[config.mk]
export PLATFORM = sky130hd
export DESIGN_NAME = stopwatch_ctrl_flat
export DESIGN_NICKNAME = d
export VERILOG_FILES = /design/src/rtl/stopwatch_ctrl_if.sv /design/src/rtl/stopwatch_ctrl.sv /design/src/flat_wrapper.sv
export SDC_FILE = /design/constraint.sdc
export NUM_CORES = 1
export LEC_CHECK = 0
export CORE_MARGIN = 2
export CORE_UTILIZATION = 45
export CTS_CLUSTER_DIAMETER = 150
export DETAILED_ROUTE_END_ITERATION = 10
export PLACE_DENSITY = 0.7
export SLEW_MARGIN = 10
export SYNTH_ARGS = -nofsm -noshare
export SYNTH_HDL_FRONTEND = slang
export SYNTH_SLANG_ARGS = --single-unit
export TNS_END_PERCENT = 30
[constraint.sdc]
create_clock -name clk -period 2.16 [get_ports clk]
set_input_delay 0.54 -clock clk [delete_from_list [all_inputs] [get_ports clk]]
set_output_delay 0.54 -clock clk [all_outputs]
set_load 0.005 [all_outputs]
[src/rtl/stopwatch_ctrl_if.sv]
//------------------------------------------------------------------------------
// Module      : stopwatch_ctrl_if
// Description : Button levels in, counter/display controls out, for the
//               stopwatch control FSM.
// Revision    : 1.0 - initial release
//------------------------------------------------------------------------------
`default_nettype none

interface stopwatch_ctrl_if;
    logic       start_e;
    logic       pause_e;
    logic       stopp_e;
    logic       reset_e;
    logic       cnt_en;
    logic       cnt_clr;
    logic       disp_on;
    logic [1:0] state;

    modport master (
        output start_e, pause_e, stopp_e, reset_e,
        input  cnt_en, cnt_clr, disp_on, state
    );

    modport slave (
        input  start_e, pause_e, stopp_e, reset_e,
        output cnt_en, cnt_clr, disp_on, state
    );
endinterface

`default_nettype wire

[src/rtl/stopwatch_ctrl.sv]
//------------------------------------------------------------------------------
// Module      : stopwatch_ctrl
// Description : Stopwatch control FSM: press detection, run/pause/stop
//               sequencing, tick prescaler and pause blink.
// Revision    : 1.0 - initial release
//------------------------------------------------------------------------------
`default_nettype none

module stopwatch_ctrl #(
    parameter int TICK_DIV  = 500000,
    parameter int BLINK_DIV = 12500000
) (
    input  wire               clk,
    input  wire               reset,
    stopwatch_ctrl_if.slave   bus
);

    localparam int CW = $clog2(TICK_DIV);
    localparam int BW = (BLINK_DIV > 1) ? $clog2(BLINK_DIV) : 1;
    localparam logic [CW-1:0] c_TICK_LAST  = CW'(TICK_DIV - 1);
    localparam logic [BW-1:0] c_BLINK_LAST = BW'(BLINK_DIV - 1);

    typedef enum logic [1:0] {
        S_IDLE    = 2'b00,
        S_RUN     = 2'b01,
        S_PAUSE   = 2'b10,
        S_STOPPED = 2'b11
    } state_t;

    state_t          r_state;
    state_t          w_state_nx;
    logic [CW-1:0]   r_presc;
    logic [CW-1:0]   w_presc_nx;
    logic [CW-1:0]   w_presc_inc;
    logic [BW-1:0]   r_blink;
    logic [BW-1:0]   w_blink_nx;
    logic            r_disp;
    logic            w_disp_nx;
    logic            r_clr;
    logic            w_clr_nx;
    logic [3:0]      r_prev;
    logic [3:0]      w_lvl;
    logic [3:0]      w_press;
    logic            w_ev_clr;
    logic            w_ev_stop;
    logic            w_ev_pause;
    logic            w_ev_start;

    assign w_lvl   = {bus.reset_e, bus.stopp_e, bus.pause_e, bus.start_e};
    assign w_press = w_lvl & ~r_prev;

    // Only the highest-priority press of a cycle survives.
    assign w_ev_clr   = w_press[3];
    assign w_ev_stop  = w_press[2] & ~w_press[3];
    assign w_ev_pause = w_press[1] & ~(|w_press[3:2]);
    assign w_ev_start = w_press[0] & ~(|w_press[3:1]);

    assign w_presc_inc = (r_presc == c_TICK_LAST) ? '0 : r_presc + CW'(1);

    always_ff @(posedge clk or negedge reset) begin
        if (!reset) begin
            r_state <= S_IDLE;
            r_presc <= '0;
            r_blink <= '0;
            r_disp  <= 1'b1;
            r_clr   <= 1'b0;
            r_prev  <= 4'b1111;
        end else begin
            r_state <= w_state_nx;
            r_presc <= w_presc_nx;
            r_blink <= w_blink_nx;
            r_disp  <= w_disp_nx;
            r_clr   <= w_clr_nx;
            r_prev  <= w_lvl;
        end
    end

    always_comb begin
        w_state_nx = r_state;
        w_presc_nx = r_presc;
        w_blink_nx = '0;
        w_disp_nx  = 1'b1;
        w_clr_nx   = 1'b0;

        case (r_state)
            S_IDLE: begin
                w_presc_nx = '0;
                if (w_ev_start) begin
                    w_state_nx = S_RUN;
                end
            end
            S_RUN: begin
                // The cycle that samples a pause still counts as run time.
                w_presc_nx = w_presc_inc;
                if (w_ev_stop) begin
                    w_state_nx = S_STOPPED;
                    w_presc_nx = '0;
                end else if (w_ev_pause) begin
                    w_state_nx = S_PAUSE;
                end
            end
            S_PAUSE: begin
                if (w_ev_start || w_ev_pause) begin
                    w_state_nx = S_RUN;
                end else if (w_ev_stop) begin
                    w_state_nx = S_STOPPED;
                    w_presc_nx = '0;
                end else if (r_blink == c_BLINK_LAST) begin
                    w_disp_nx  = ~r_disp;
                end else begin
                    w_blink_nx = r_blink + BW'(1);
                    w_disp_nx  = r_disp;
                end
            end
            S_STOPPED: begin
                w_presc_nx = '0;
                if (w_ev_start) begin
                    w_state_nx = S_RUN;
                    w_clr_nx   = 1'b1;
                end
            end
            default: begin
                w_state_nx = S_IDLE;
                w_presc_nx = '0;
            end
        endcase

        if (w_ev_clr) begin
            w_state_nx = S_IDLE;
            w_presc_nx = '0;
            w_blink_nx = '0;
            w_disp_nx  = 1'b1;
            w_clr_nx   = 1'b1;
        end
    end

    assign bus.state   = r_state;
    assign bus.cnt_en  = (r_state == S_RUN) && (r_presc == c_TICK_LAST);
    assign bus.cnt_clr = r_clr;
    assign bus.disp_on = r_disp;

endmodule

`default_nettype wire
[src/flat_wrapper.sv]
// flat-port wrapper written by rule: the top's interface ports become plain ports
module stopwatch_ctrl_flat 
#(
    parameter int TICK_DIV  = 500000,
    parameter int BLINK_DIV = 12500000
)
  (clk, reset, bus_start_e, bus_pause_e, bus_stopp_e, bus_reset_e, bus_cnt_en, bus_cnt_clr, bus_disp_on, bus_state);
  stopwatch_ctrl_if bus_i ();
  input  wire clk;
  input  wire reset;
  input wire logic [$bits(bus_i.start_e)-1:0] bus_start_e;
  input wire logic [$bits(bus_i.pause_e)-1:0] bus_pause_e;
  input wire logic [$bits(bus_i.stopp_e)-1:0] bus_stopp_e;
  input wire logic [$bits(bus_i.reset_e)-1:0] bus_reset_e;
  output wire logic [$bits(bus_i.cnt_en)-1:0] bus_cnt_en;
  output wire logic [$bits(bus_i.cnt_clr)-1:0] bus_cnt_clr;
  output wire logic [$bits(bus_i.disp_on)-1:0] bus_disp_on;
  output wire logic [$bits(bus_i.state)-1:0] bus_state;
  assign bus_i.start_e = bus_start_e;
  assign bus_i.pause_e = bus_pause_e;
  assign bus_i.stopp_e = bus_stopp_e;
  assign bus_i.reset_e = bus_reset_e;
  assign bus_cnt_en = bus_i.cnt_en;
  assign bus_cnt_clr = bus_i.cnt_clr;
  assign bus_disp_on = bus_i.disp_on;
  assign bus_state = bus_i.state;
  stopwatch_ctrl #(.TICK_DIV(TICK_DIV), .BLINK_DIV(BLINK_DIV)) u_core (.clk(clk), .reset(reset), .bus(bus_i));
endmodule
## After elaboration in Yosys (flattened, before gate mapping)

Index checks and enable logic that the tools add are counted.

- Add/subtract/negate cells: 2
- Eq/ne operators: 11
- Mux-type cells: 26
- Bitwise logic cells: 9
- Reduce and logical (&&, ||, !) cells: 8

Operators with widths:

| cell | number |
|---|---|
| $mux 24 | 5 |
| $mux 19 | 5 |
| $pmux 19 s3 | 1 |
| $add 24x1->24 const B | 1 |
| $eq 24x24->1 const B | 1 |
| $add 19x1->19 const B | 1 |
| $eq 19x19->1 const B | 1 |
| $mux 2 | 6 |
| $mux 1 | 8 |
| $ne 4x1->1 const B | 2 |
| $ne 3x1->1 const B | 2 |
| $pmux 2 s3 | 1 |
| $ne 5x1->1 const B | 1 |
| $and 4x4->4 | 1 |
| $eq 2x2->1 const B | 2 |
| $not 1->1 | 4 |
| $not 4->4 | 1 |
| $reduce_or 2->1 | 2 |
| $and 1x1->1 | 3 |
| $ne 3x2->1 const B | 1 |
| $reduce_and 3->1 | 1 |
| $reduce_or 3->1 | 1 |
| $eq 2x1->1 const B | 1 |
| $logic_not 2->1 | 1 |
| other kinds (3) | 3 |

- Bits in registers: 51
- Output and inout port bits: 5

## Longest topological paths before layout

Gate-level depths: netlist of run 1.

- Depth in word-level cells: 9
- Gate-level depth with buffers: 8
- Gate-level depth less buffers: 7

## Least setup slack after synthesis of run 1

Ideal clock, no wire load.

- Kind: register to output
- Start point: register u_core.r_presc[11]
- End point: output port bus_cnt_en
- Arrival: 1.356 ns
- Data required time: 1.620 ns
- Slack: 0.264 ns
- Stages on the path, launching flop included: 4
- Path buffers: 0
- Cell sequence: dfrtp_1 -> or4_4 -> nor4_4 -> and3_1

- Longest elaborated chain between the ends: 2

RTL lines:

| what | RTL line | text |
|---|---|---|
| start, declared | stopwatch_ctrl.sv:32 | `logic [CW-1:0] r_presc;` |
| start signal, assigned | stopwatch_ctrl.sv:70 | `r_presc <= w_presc_nx;` |
| $eq 19x19->1 | stopwatch_ctrl.sv:138 | `assign bus.cnt_en = (r_state == S_RUN) && (r_presc == c_TICK_LAST);` |
| $logic_and 1x1->1 | stopwatch_ctrl.sv:138 |  |
| end, declared | flat_wrapper.sv:15 | `output wire logic [$bits(bus_i.cnt_en)-1:0] bus_cnt_en;` |

No other way between the ends.

## Worst setup path in the final report of run 1

- Start point: register u_core.r_presc[7]
- End point: output port bus_cnt_en

The elaborated chain is that of the path after synthesis.

==> results of run 1 <==
-- power by group --
part	internal (mW)	switching, mW	leakage, nW
Combinational	0.326	0.349	0.709
Sequential	0.997	0.0409	0.689
Clock	0.233	0.321	0.0418
Total	1.56	0.711	1.44
-- worst max-delay path: cells and delay by family, from the launching register on --
family	cells	cell delay, ns
buffers and inverters	1	0.11
and+or+nand+nor	3	0.90
DFF	1	0.39
-- cell usage in the layout, fill, tap and decap left out, types with 5 or more instances in the layout --
cell type	Yosys	routed
dfstp_2	5	5
inv_1	8	8
buf_4	2	40
dfrtp_1	46	46
nand2_1	26	26
and2_1	5	5
nor3_1	6	6
nor2_1	42	42
nand4_1	9	9
xnor2_1	13	13
o21ai_0	5	5
and3_1	8	8
a21oi_1	14	14
clkbuf_8	0	5
clkdlybuf4s50_1	0	8
ha_1	6	6
nand3_1	24	24
mux2i_1	9	9
xor2_1	12	12
-- logic make-up after synthesis --
family	count (synthesis)	synth area share, %
adder cells (fa/ha/maj)	6	2.70
buffers and inverters	19	3.33
XOR/XNOR	25	7.88
flip-flops	51	46.1
AO/OA/AOI/OAI	31	7.02
AND/OR/NAND/NOR	148	28.4
multiplexers	12	4.59
-- cell type report --
class                      count  area (µm²)  area share, %
clock buffer                   6        72.6           2.17
clock inverter                 2        16.3          0.487
inverter                       8        30.0          0.900
multi-input combinational    222        1410           42.3
sequential                    51        1280           38.4
tap                           75        93.8           2.81
timing repair buffer          52         430           12.9
-- synth_stat cells --
| cell | instances | area (µm²) |
|---|---|---|
| nand4_2 | 2 | 25.0 |
| nand2_1 | 26 | 97.6 |
| mux2i_1 | 9 | 90.1 |
| nand2b_1 | 4 | 25.0 |
| a21o_1 | 3 | 22.5 |
| nor3_1 | 6 | 30.0 |
| nor4_4 | 1 | 21.3 |
| dfrtp_1 | 46 | 1150 |
| mux2_2 | 2 | 22.5 |
| and4_1 | 4 | 35.0 |
| nor2_2 | 1 | 6.26 |
| nor3_2 | 2 | 20.0 |
| nor2_1 | 42 | 158 |
| o21ai_0 | 5 | 25.0 |
| a21boi_0 | 1 | 7.51 |
| buf_6 | 1 | 11.3 |
| or4_4 | 2 | 22.5 |
| a21oi_1 | 14 | 70.1 |
| buf_4 | 2 | 15.0 |
| nand4b_1 | 1 | 8.76 |
| nor4bb_1 | 1 | 10.0 |
| xor2_1 | 12 | 105 |
| a211oi_2 | 1 | 12.5 |
| dfstp_2 | 5 | 131 |
| inv_1 | 8 | 30.0 |
| clkbuf_1 | 3 | 11.3 |
| and4b_1 | 1 | 10.0 |
| xnor2_1 | 13 | 114 |
| and3_1 | 8 | 50.1 |
| nand3_1 | 24 | 120 |
| ha_1 | 6 | 75.1 |
| nand4_1 | 9 | 56.3 |
| nor2b_1 | 4 | 25.0 |
| a21oi_2 | 1 | 8.76 |
| buf_2 | 5 | 25.0 |
| mux2_4 | 1 | 15.0 |
| nor4_1 | 3 | 18.8 |
| a22oi_1 | 2 | 15.0 |
| nor4b_1 | 2 | 17.5 |
| and2_1 | 5 | 31.3 |
| a22o_1 | 3 | 26.3 |
| o21a_1 | 1 | 7.51 |
-- worst max-delay path by stage --
| stage | slack [ns] | from | cells after the start | to |
|---|---|---|---|---|
| finish | -0.09 | u_core.r_presc[7] | 4 | bus_cnt_en |
| CTS | -0.18 | u_core.r_presc[7] | 4 | bus_cnt_en |
| floorplan | 0.26 | u_core.r_presc[11] | 3 | bus_cnt_en |
| detailed placement | -0.18 | bus_start_e | 6 | u_core.bus.state[0] |
| global placement | -0.13 | u_core.r_presc[11] | 4 | bus_cnt_en |
| global route | -0.16 | u_core.r_presc[7] | 4 | bus_cnt_en |
-- per-stage QoR --
stage | utilization (%) | TNS, ns | hold slack (ns) | setup slack (ns) | area, µm²
floorplan | - | 0 | 0.244 | 0.264 | 2780
global route | 56.0 | -0.155 | 0.200 | -0.155 | 3340
global placement | 54.1 | -0.399 | 0.471 | -0.128 | 3220
detailed placement | 54.1 | -0.916 | 0.478 | -0.182 | 3220
CTS | 55.8 | -0.183 | 0.174 | -0.183 | 3320
finish | 56.0 | -0.0871 | 0.176 | -0.0871 | 3340
-- timing repair --
item,in CTS,in global routing
hold buffers,0,0
resized for setup,4,2
endpoints found under the setup margin,1,7
buffers inserted,2,1
cloned,0,0
pin swaps,3,2
-- flip-flops by register name (all words and copies together) (netlist names) --
register	flops
u_core.r_blink	24
u_core.bus.state	2
u_core.bus.disp_on	1
u_core.bus.cnt_clr	1
u_core.r_presc	19
u_core.r_prev	4
-- layer usage --
metal | up-vias | global-route usage, % | routed length [µm]
li1 | 1107 | - | -
met5 | - | 0 | 0
met2 | 43 | 29.3 | 2620
met1 | 1056 | 25.0 | 2450
met3 | 7 | 3.37 | 176
met4 | 0 | 6.07 | 79
==> out/metrics.yaml, run 1 <==
finish:
  final_cells: 416
  syn_to_final_growth_pct: 20.0
  drive_gt1_share_pct: 20.5
  fillers: 546
  finalNetCount: 352
  antenna_cells: 0
synth:
  synth_area_um2: 2780
  ys_types: 42
  synthCells: 292
  synth.net_count: 304
  postSynthAreaPerCell_um2: 9.52
  ys_seq_elements: 51
  yosysSeqAreaShare_pct: 46.1
  yosysWarnings: 0
clock_network:
  cts-root-buf: "clkbuf_8"
  htree_levels: 2
  clock-sinks: 51
  clk_latency_ns: 0.31
  clkTransAtPathRegs_ns: 0.09
  ctsLongestPathBuffers: 2
  cts_tree: "done"
  cts_made_buffers: 5
route:
  dr.pass1.iters: 4
  route.final.wire_length_mm: 5.33
  final_antenna_net_count: 0
  via_count: 2213
  drc: 0
  initialDrtViolationCount: 77
  wire_per_inst_um: 12.8
  routed_via_density: 5.32
timing:
  setup_viol: 1
  slew_violations: 0
  hold_viol_final: 0
  finalCritPeriodShare_pct: 104
  worstMarginPinSlew_ns: 0.497
  grt_setup_unrepaired: "true"
  period_minus_slack_ns: 2.25
  finalClockSkew_ns: 0.00619
  fmax_mhz: 445
  setup_ws_ns: -0.0871
  slew_headroom_pct: 66.5
placement:
  dp.cells: 405
  hpwl_mm: 3.96
  gpl.final_weighted_congestion: 0.892
  port_buffers: 10
pwr:
  vdd_drop_max_uv: 497
  power_leakage_nw: 1.44
  p_per_area_nw_per_um2: 679
  power_mw: 2.27
grt:
  antenna_found_initial: 0
  grt_pass1_wl_mm: 9.55
  grtUsageTotal_pct: 18.3
  grt_max_degree: 34
  grt-ovfl-total: 0
  grt_pass1_vias: 2105
critical_path:
  reg2reg_to: "u_core.r_presc[12]"
  cp_data_required_time_ns: 1.62
  regToRegStartpoint: "u_core.r_presc[7]"
  crit_chain: "or4_4 > nor4_4 > and3_1 > buf_2"
  arrival_ns: 1.71
  r2r_cells: 8
  crit_path_end_kind: "primary output"
  critPathMaxFanout: 2
  slowest_stage: "or4_4"
  worstSetupPathType: "reg2out"
  r2r_slack_ns: 0.20
  start_kind: "flip-flop"
  slowest_delay_ns: 0.55
die:
  ios: 11
  core_um2: 5960
  die_area_um2: 6820
  die_width_um: 82.6
  die_h_um: 82.6
  start_util_pct: 46.7
  rows: 28
flow_run:
  maxCapViolCount: 0
outcome:
  status: "complete, but fails checks"
  violations: "setup timing"
hold_path:
  worstHoldPathType: "in2async"
No activity file was read; power rests on OpenSTA's default activity.
==> inputs of run 2 (changes only) <==
Settings changed: ABC_AREA set to 1, CELL_PAD_IN_SITES_DETAIL_PLACEMENT set to 0, CELL_PAD_IN_SITES_GLOBAL_PLACEMENT set to 2, CORE_UTILIZATION 45 to 36, PLACE_DENSITY 0.7 to not set, PLACE_DENSITY_LB_ADDON set to 0.1.
==> run 2 against run 1 <==
  * The flow now finishes without violations
  * Design area grew 7.5%
  * Core utilization shrank 13 points
  * Count of clock-buffer cells in the layout shrank 1
  * Highest routed layer unchanged
==> out/metrics.yaml, run 2 <==
clock_network:
  ctsLongestPathBuffers: 2  # unchanged
  clock-sinks: 51  # unchanged
  postCtsSetupBuffers: 0  # was 2
  clkTransAtPathRegs_ns: 0.11  # was 0.09 ns
  cts_made_buffers: 5  # unchanged
  cts-root-buf: "clkbuf_8"  # unchanged
  cts-hold-fix-buffers: 0  # unchanged
  htree_levels: 2  # unchanged
  clk_latency_ns: 0.31  # about the same
  cts_tree: "done"  # unchanged
placement:
  gpl.final_weighted_congestion: 0.807  # was 0.892
  port_buffers: 10  # unchanged
  hpwl_mm: 5.33  # was 3.96 mm
synth:
  synthCells: 425  # was 292
  synth.net_count: 437  # was 304
  synth_top_cell_by_area: "dfrtp_1"  # unchanged
  synth_compound_area_share_pct: 3.62  # was 7.02%
  synth_top_cell_area_share_pct: 37.1  # was 41.4%
  ys_top_cells_by_count: "115 x nand2_1, 83 x nor2_1, 46 x dfrtp_1, 44 x inv_1, 25 x nand3_1"  # was 46 x dfrtp_1, 42 x nor2_1, 26 x nand2_1, 24 x nand3_1, 14 x a21oi_1
  yosysWarnings: 0  # unchanged
  synth-edff-count: 0  # unchanged
  synth_area_um2: 3110  # was 2780 µm²
  synth_xor_area_share_pct: 4.51  # was 7.88%
  ys_types: 31  # was 42
  ys_top_cells_by_area: "dfrtp_1 37%, nand2_1 14%, nor2_1 10%"  # was dfrtp_1 41%, nor2_1 5.7%, dfstp_2 4.7%
  ys_seq_elements: 51  # unchanged
  yosys.area_share.simple_pct: 41.6  # was 28.4%
  synth.most_common_cell: "nand2_1"  # was dfrtp_1
  synth_top_family_by_area: "simple AND/OR/NAND/NOR gates"  # unchanged
  synth_ff_type: "dfrtp_1"  # unchanged
  yosysSeqAreaShare_pct: 41.3  # was 46.1%
  synth_adder_area_share_pct: 2.42  # was 2.70%
  synthMuxAreaShare_pct: 0  # was 4.59%
  synth-async-reset-ratio_pct: 100  # unchanged
  postSynthAreaPerCell_um2: 7.31  # was 9.52 µm²
grt:
  grtUsageTotal_pct: 15.8  # was 18.3%
  grt_pass1_wl_mm: 12.1  # was 9.55 mm
  grt_max_degree: 52  # was 34
  antenna_found_initial: 0  # unchanged
  grt_pass1_vias: 2613  # was 2105
  grt-ovfl-total: 0  # unchanged
pwr:
  p_per_area_nw_per_um2: 595  # was 679 nW/µm²
  vdd_drop_max_uv: 365  # was 497 µV
  power_leakage_nw: 1.51  # was 1.44 nW
die:
  rows: 33  # was 28
  die_width_um: 96.9  # was 82.6 µm
  start_util_pct: 37.4  # was 46.7%
  die_area_um2: 9390  # was 6820 µm²
  ios: 11  # unchanged
  die_h_um: 96.9  # was 82.6 µm
  core_um2: 8300  # was 5960 µm²
route:
  drc: 0  # unchanged
  dr.pass1.iters: 4  # unchanged
  via_count: 2580  # was 2213
  final_antenna_net_count: 0  # unchanged
  route.final.wire_length_mm: 6.97  # was 5.33 mm
  initialDrtViolationCount: 78  # was 77
  routed_via_density: 4.55  # was 5.32
  wire_per_inst_um: 12.3  # was 12.8 µm
timing:
  grt_setup_unrepaired: "false"  # was true
  slew_headroom_pct: 75.5  # was 66.5%
  setup_viol: 0  # was 1
  period_minus_slack_ns: 1.99  # was 2.25 ns
  holdWs_ns: 0.198  # was 0.176 ns
  worstMarginPinSlew_ns: 0.367  # was 0.497 ns
  finalCritPeriodShare_pct: 92.1  # was 104%
  tns_ns: 0  # was -0.0871 ns
  slew_violations: 0  # unchanged
  fmax_mhz: 502  # was 445 MHz
  hold_viol_final: 0  # unchanged
  finalClockSkew_ns: 0.0114  # was 0.00619 ns
finish:
  largestRegisters: "u_core.r_blink (24), u_core.r_presc (19), u_core.r_prev (4)"  # unchanged
  top_register: "u_core.r_blink"  # unchanged
  regArea_um2: 1280  # unchanged
  largest_reg_flops: 24  # unchanged
  finalNetCount: 473  # was 352
  antenna_cells: 0  # unchanged
  final_core_util_pct: 43.2  # was 56.0%
  final_cell_mix: "115 x nand2_1, 81 x nor2_1, 46 x dfrtp_1"  # was 46 x dfrtp_1, 42 x nor2_1, 40 x buf_4
  multi_input_area_um2: 1630  # was 1410 µm²
  syn_to_final_growth_pct: 15.5  # was 20.0%
  fillers: 866  # was 546
  layout_commonest_cell: "nand2_1"  # was dfrtp_1
  drive_gt1_share_pct: 19.7  # was 20.5%
critical_path:
  crit_path_end_kind: "primary output"  # unchanged
  critPathMaxFanout: 2  # unchanged
  start_kind: "flip-flop"  # unchanged
  crit_family: "simple AND/OR/NAND/NOR gates"  # unchanged
  path_depth: 6  # was 4
  worstSetupPathType: "reg2out"  # unchanged
  reg2reg_to: "u_core.r_blink[23]"  # was u_core.r_presc[12]
  cp_data_required_time_ns: 1.62  # about the same
  arrival_ns: 1.45  # was 1.71 ns
  crit_chain: "nor2_2 > nand2_1 > nor2_1 > nand3_1 > nor3_2 > clkbuf_2"  # was or4_4 > nor4_4 > and3_1 > buf_2
  regToRegStartpoint: "u_core.bus.state[0]"  # was u_core.r_presc[7]
  r2r_cells: 11  # was 8
  r2r_slack_ns: 0.38  # was 0.20 ns
  slowest_delay_ns: 0.40  # was 0.55 ns
  critPathBufInv: 1  # unchanged
  slowest_stage: "dfrtp_1"  # was or4_4
hold_path:
  worstHoldPathType: "in2async"  # unchanged
outcome:
  status: "finished, final reports clean"  # was complete, but fails checks
flow_run:
  maxCapViolCount: 0  # unchanged
## run 2: cell count changes after synthesis, moves of 8 or more
cell | previous run | this run
and3_1 | 8 | 0
nand2_2 | 0 | 19
nor2_1 | 42 | 83
nor2_2 | 1 | 15
xnor2_1 | 13 | 5
mux2i_1 | 9 | 0
a21oi_1 | 14 | 6
inv_1 | 8 | 44
nand2_1 | 26 | 115
## run 2: metal layers
layer	part of all wire, %	GRT usage, %
met1	47	19.8
met2	51	28.2
met3	1.3	2.67
met4	0.89	4.12
met5	0	0
## run 2: how the worst max path moves through the flow
stage	endpoint	startpoint
final	bus_cnt_en	u_core.r_presc[12]
after global routing	bus_cnt_en	u_core.r_presc[0]
after floorplan	bus_cnt_en	u_core.r_presc[0]
after detailed placement	u_core.r_blink[23]	bus_stopp_e
after CTS	bus_cnt_en	u_core.r_presc[0]
after global placement	bus_cnt_en	u_core.r_presc[12]
## run 2: stage by stage
step	instance area [µm²]	setup slack, ns	total power [mW]	cells
after global placement	3490	0.0630	1.57	559
after global routing	3590	0.0242	2.28	567
final	3590	0.170	2.14	567
after detailed placement	3490	0.0323	1.57	559
after floorplan	3110	0.603	1.34	425
after CTS	3590	0.00449	2.18	567
## run 2: cell type report
| class | count | area share, % |
|---|---|---|
| clock buffer | 5 | 1.92 |
| clock inverter | 3 | 0.732 |
| inverter | 48 | 5.02 |
| multi-input combinational | 323 | 45.4 |
| sequential | 51 | 35.8 |
| tap | 105 | 3.66 |
| timing repair buffer | 32 | 7.46 |
## run 2: cell families (layout without fill, tap and decap cells)
logic type | count (synthesis) | count (layout)
compound gates | 19 | 19
xor+xnor | 16 | 16
fa+ha+maj | 6 | 6
buf+inv | 51 | 88
flops | 51 | 51
simple gates | 282 | 282
## run 2: where the power goes
group / internal, mW / leakage (nW) / switching (mW) / total, mW
Combinational: 0.201 / 0.770 / 0.320 / 0.521
Sequential: 0.994 / 0.690 / 0.0184 / 1.01
Clock: 0.239 / 0.0491 / 0.362 / 0.602
Total: 1.43 / 1.51 / 0.701 / 2.14
## run 2: repair_timing
item,CTS,global route
setup endpoints to repair,1,1
pin swaps,0,0
endpoints found under the hold margin,0,0
resized for setup,4,3
gates cloned,0,0
==> inputs of run 3 (changes only) <==
Settings changed: CORE_ASPECT_RATIO set to 1.5.
==> run 3 against run 2 <==
  * Sequential power about the same
  * Total power increased by 9.2%
  * Clock power increased by 31%
  * Via count increased by 1.6%
  * Non-clock buffer count unchanged
  * Global-route usage increased by 2.0 points
  * Count of clock-buffer cells in the layout unchanged
  * Combinational power increased by 1%
  * Routed wire length increased by 10%
  * Clock skew decreased by 0.0072 ns
  * Largest cell class unchanged
==> out/metrics.yaml, run 3 (synthesis results as in run 2) <==
clock_network:
  clock-sinks: 51  # unchanged
  cts_made_buffers: 5  # unchanged
  cts_tree: "done"  # unchanged
  clk_latency_ns: 0.29  # was 0.31 ns
  htree_levels: 2  # unchanged
  clkTransAtPathRegs_ns: 0.07  # was 0.11 ns
  cts-root-buf: "clkbuf_16"  # was clkbuf_8
  ctsLongestPathBuffers: 2  # unchanged
  cts-hold-fix-buffers: 0  # unchanged
finish:
  final_cell_mix: "115 x nand2_1, 81 x nor2_1, 46 x dfrtp_1"  # unchanged
  largestRegisters: "u_core.r_blink (24), u_core.r_presc (19), u_core.r_prev (4)"  # unchanged
  fillers: 917  # was 866
  finalNetCount: 473  # unchanged
  layout_commonest_cell: "nand2_1"  # unchanged
  antenna_cells: 0  # unchanged
  drive_gt1_share_pct: 19.3  # was 19.7%
  largest_reg_flops: 24  # unchanged
  syn_to_final_growth_pct: 17.2  # was 15.5%
  top_register: "u_core.r_blink"  # unchanged
grt:
  grt_pass1_vias: 2618  # was 2613
  grtUsageTotal_pct: 17.8  # was 15.8%
  grt-ovfl-total: 0  # unchanged
  grt_pass1_wl_mm: 12.8  # was 12.1 mm
  antenna_found_initial: 0  # unchanged
  grt_max_degree: 37  # was 52
pwr:
  swShare_pct: 30.4  # was 32.8%
  p_per_area_nw_per_um2: 640  # was 595 nW/µm²
  internal_power_mw: 1.62  # was 1.44 mW
  power_mw: 2.33  # was 2.14 mW
  p_clk_share_pct: 33.9  # was 28.2%
  vdd_drop_max_uv: 332  # was 365 µV
  combPwrFrac_pct: 22.7  # was 24.4%
  p_switching_mw: 0.709  # was 0.701 mW
  power_leakage_nw: 1.54  # was 1.51 nW
  seqPwrFrac_pct: 43.5  # was 47.4%
route:
  route.final.wire_length_mm: 7.69  # was 6.97 mm
  wire_per_inst_um: 13.5  # was 12.3 µm
  initialDrtViolationCount: 88  # was 78
  routed_via_density: 4.61  # was 4.55
  via_count: 2621  # was 2580
  drc: 0  # unchanged
  dr.pass1.iters: 4  # unchanged
  final_antenna_net_count: 0  # unchanged
timing:
  slew_headroom_pct: 69.8  # was 75.5%
  slew_violations: 0  # unchanged
  tns_ns: 0  # unchanged
  hold_viol_final: 0  # unchanged
  finalClockSkew_ns: 0.00416  # was 0.0114 ns
  holdWs_ns: 0.176  # was 0.198 ns
  setup_viol: 0  # unchanged
  finalCritPeriodShare_pct: 90.8  # was 92.1%
  fmax_mhz: 510  # was 502 MHz
  period_minus_slack_ns: 1.96  # was 1.99 ns
  grt_setup_unrepaired: "false"  # unchanged
  worstMarginPinSlew_ns: 0.451  # was 0.367 ns
critical_path:
  reg2reg_to: "u_core.r_blink[11]"  # was u_core.r_blink[23]
  r2r_cells: 11  # unchanged
  slowest_delay_ns: 0.35  # was 0.40 ns
  r2r_slack_ns: 0.42  # was 0.38 ns
  arrival_ns: 1.42  # was 1.45 ns
  worstSetupPathType: "reg2out"  # unchanged
  slowest_stage: "dfrtp_1"  # unchanged
  start_kind: "flip-flop"  # unchanged
  crit_path_end_kind: "primary output"  # unchanged
  critPathMaxFanout: 2  # unchanged
  cp_data_required_time_ns: 1.62  # about the same
  regToRegStartpoint: "u_core.bus.state[0]"  # unchanged
  crit_chain: "ha_1 > nand2_1 > nor2_2 > inv_1 > nor3_1 > clkbuf_2"  # was nor2_2 > nand2_1 > nor2_1 > nand3_1 > nor3_2 > clkbuf_2
outcome:
  status: "finished, final reports clean"  # unchanged
die:
  start_util_pct: 36.9  # was 37.4%
  ios: 11  # unchanged
  die_area_um2: 9400  # was 9390 µm²
  rows: 41  # was 33
  die_width_um: 79.9  # was 96.9 µm
  die_h_um: 118  # was 96.9 µm
  core_um2: 8410  # was 8300 µm²
hold_path:
  worstHoldPathType: "in2async"  # unchanged
placement:
  hpwl_mm: 5.92  # was 5.33 mm
  port_buffers: 10  # unchanged
  gpl.final_weighted_congestion: 0.837  # was 0.807
flow_run:
  maxCapViolCount: 0  # unchanged
-- run 3: cell count changes in the layout (fill, tap and decap cells not counted) --
cell / previous run / this run
clkbuf_16: 0 / 5
inv_6: 2 / 0
clkinv_4: 1 / 0
clkbuf_8: 5 / 0
nor3_2: 1 / 0
buf_4: 21 / 20
inv_1: 43 / 44
nor3_1: 3 / 4
inv_2: 5 / 4
clkinv_2: 0 / 3
buf_12: 1 / 2
-- run 3: worst max-delay path: cells and delay by family (launching register included) --
family | cells | cell delay [ns]
adders and majority gates | 1 | 0.17
buffers and inverters | 2 | 0.21
DFF | 1 | 0.35
and+or+nand+nor | 3 | 0.40
-- run 3: final cells by class --
| class | count | area (µm²) | share of cell area, % |
|---|---|---|---|
| tap | 107 | 134 | 3.68 |
| multi-input combinational | 323 | 1630 | 44.6 |
| timing repair buffer | 32 | 280 | 7.69 |
| clock inverter | 3 | 15.0 | 0.412 |
| sequential | 51 | 1280 | 35.2 |
| inverter | 48 | 180 | 4.95 |
| clock buffer | 5 | 125 | 3.44 |
-- run 3: repair_timing --
action / in CTS / in global routing
setup buffers: 1 / 0
gates resized for setup: 1 / 4
endpoints found under the setup margin: 1 / 1
-- run 3: stage by stage --
stage          util (%)  cell area, µm²  setup WS, ns  instances
2_1_floorplan         -            3110         0.603        425
3_3_place_gp       41.5            3490        0.0642        560
3_5_place_dp       41.5            3490         0.106        560
4_1_cts            43.3            3640        0.0718        569
5_1_grt            43.3            3640        0.0990        569
6_report           43.3            3640         0.198        569
-- run 3: worst max-delay path by stage --
stage	start	endpoint	slack (ns)	depth (start not counted)
after floorplan	u_core.r_presc[0]	bus_cnt_en	0.60	5
after global placement	u_core.r_presc[6]	bus_cnt_en	0.06	6
after detailed placement	bus_stopp_e	u_core.r_blink[11]	0.11	10
after CTS	u_core.r_presc[0]	bus_cnt_en	0.07	6
after global routing	u_core.r_presc[1]	bus_cnt_en	0.1	6
final	u_core.r_presc[0]	bus_cnt_en	0.20	6
-- run 3: power by group through the flow --
stage | clock, mW | combinational (mW) | sequential [mW]
after detailed placement | 0 | 0.542 | 1.03
after CTS | 0.826 | 0.546 | 1.01
after global routing | 0.864 | 0.593 | 1.02
after floorplan | 0 | 0.290 | 1.05
after global placement | 0 | 0.545 | 1.03
final | 0.790 | 0.528 | 1.01
-- run 3: metal layers --
metal	part of all wire, %	wire length, µm	global-route usage [%]
met5	0	0	0
met4	1.3	101	5.40
met3	2.1	160	2.53
met2	56	4320	33.5
met1	40	3110	20.2
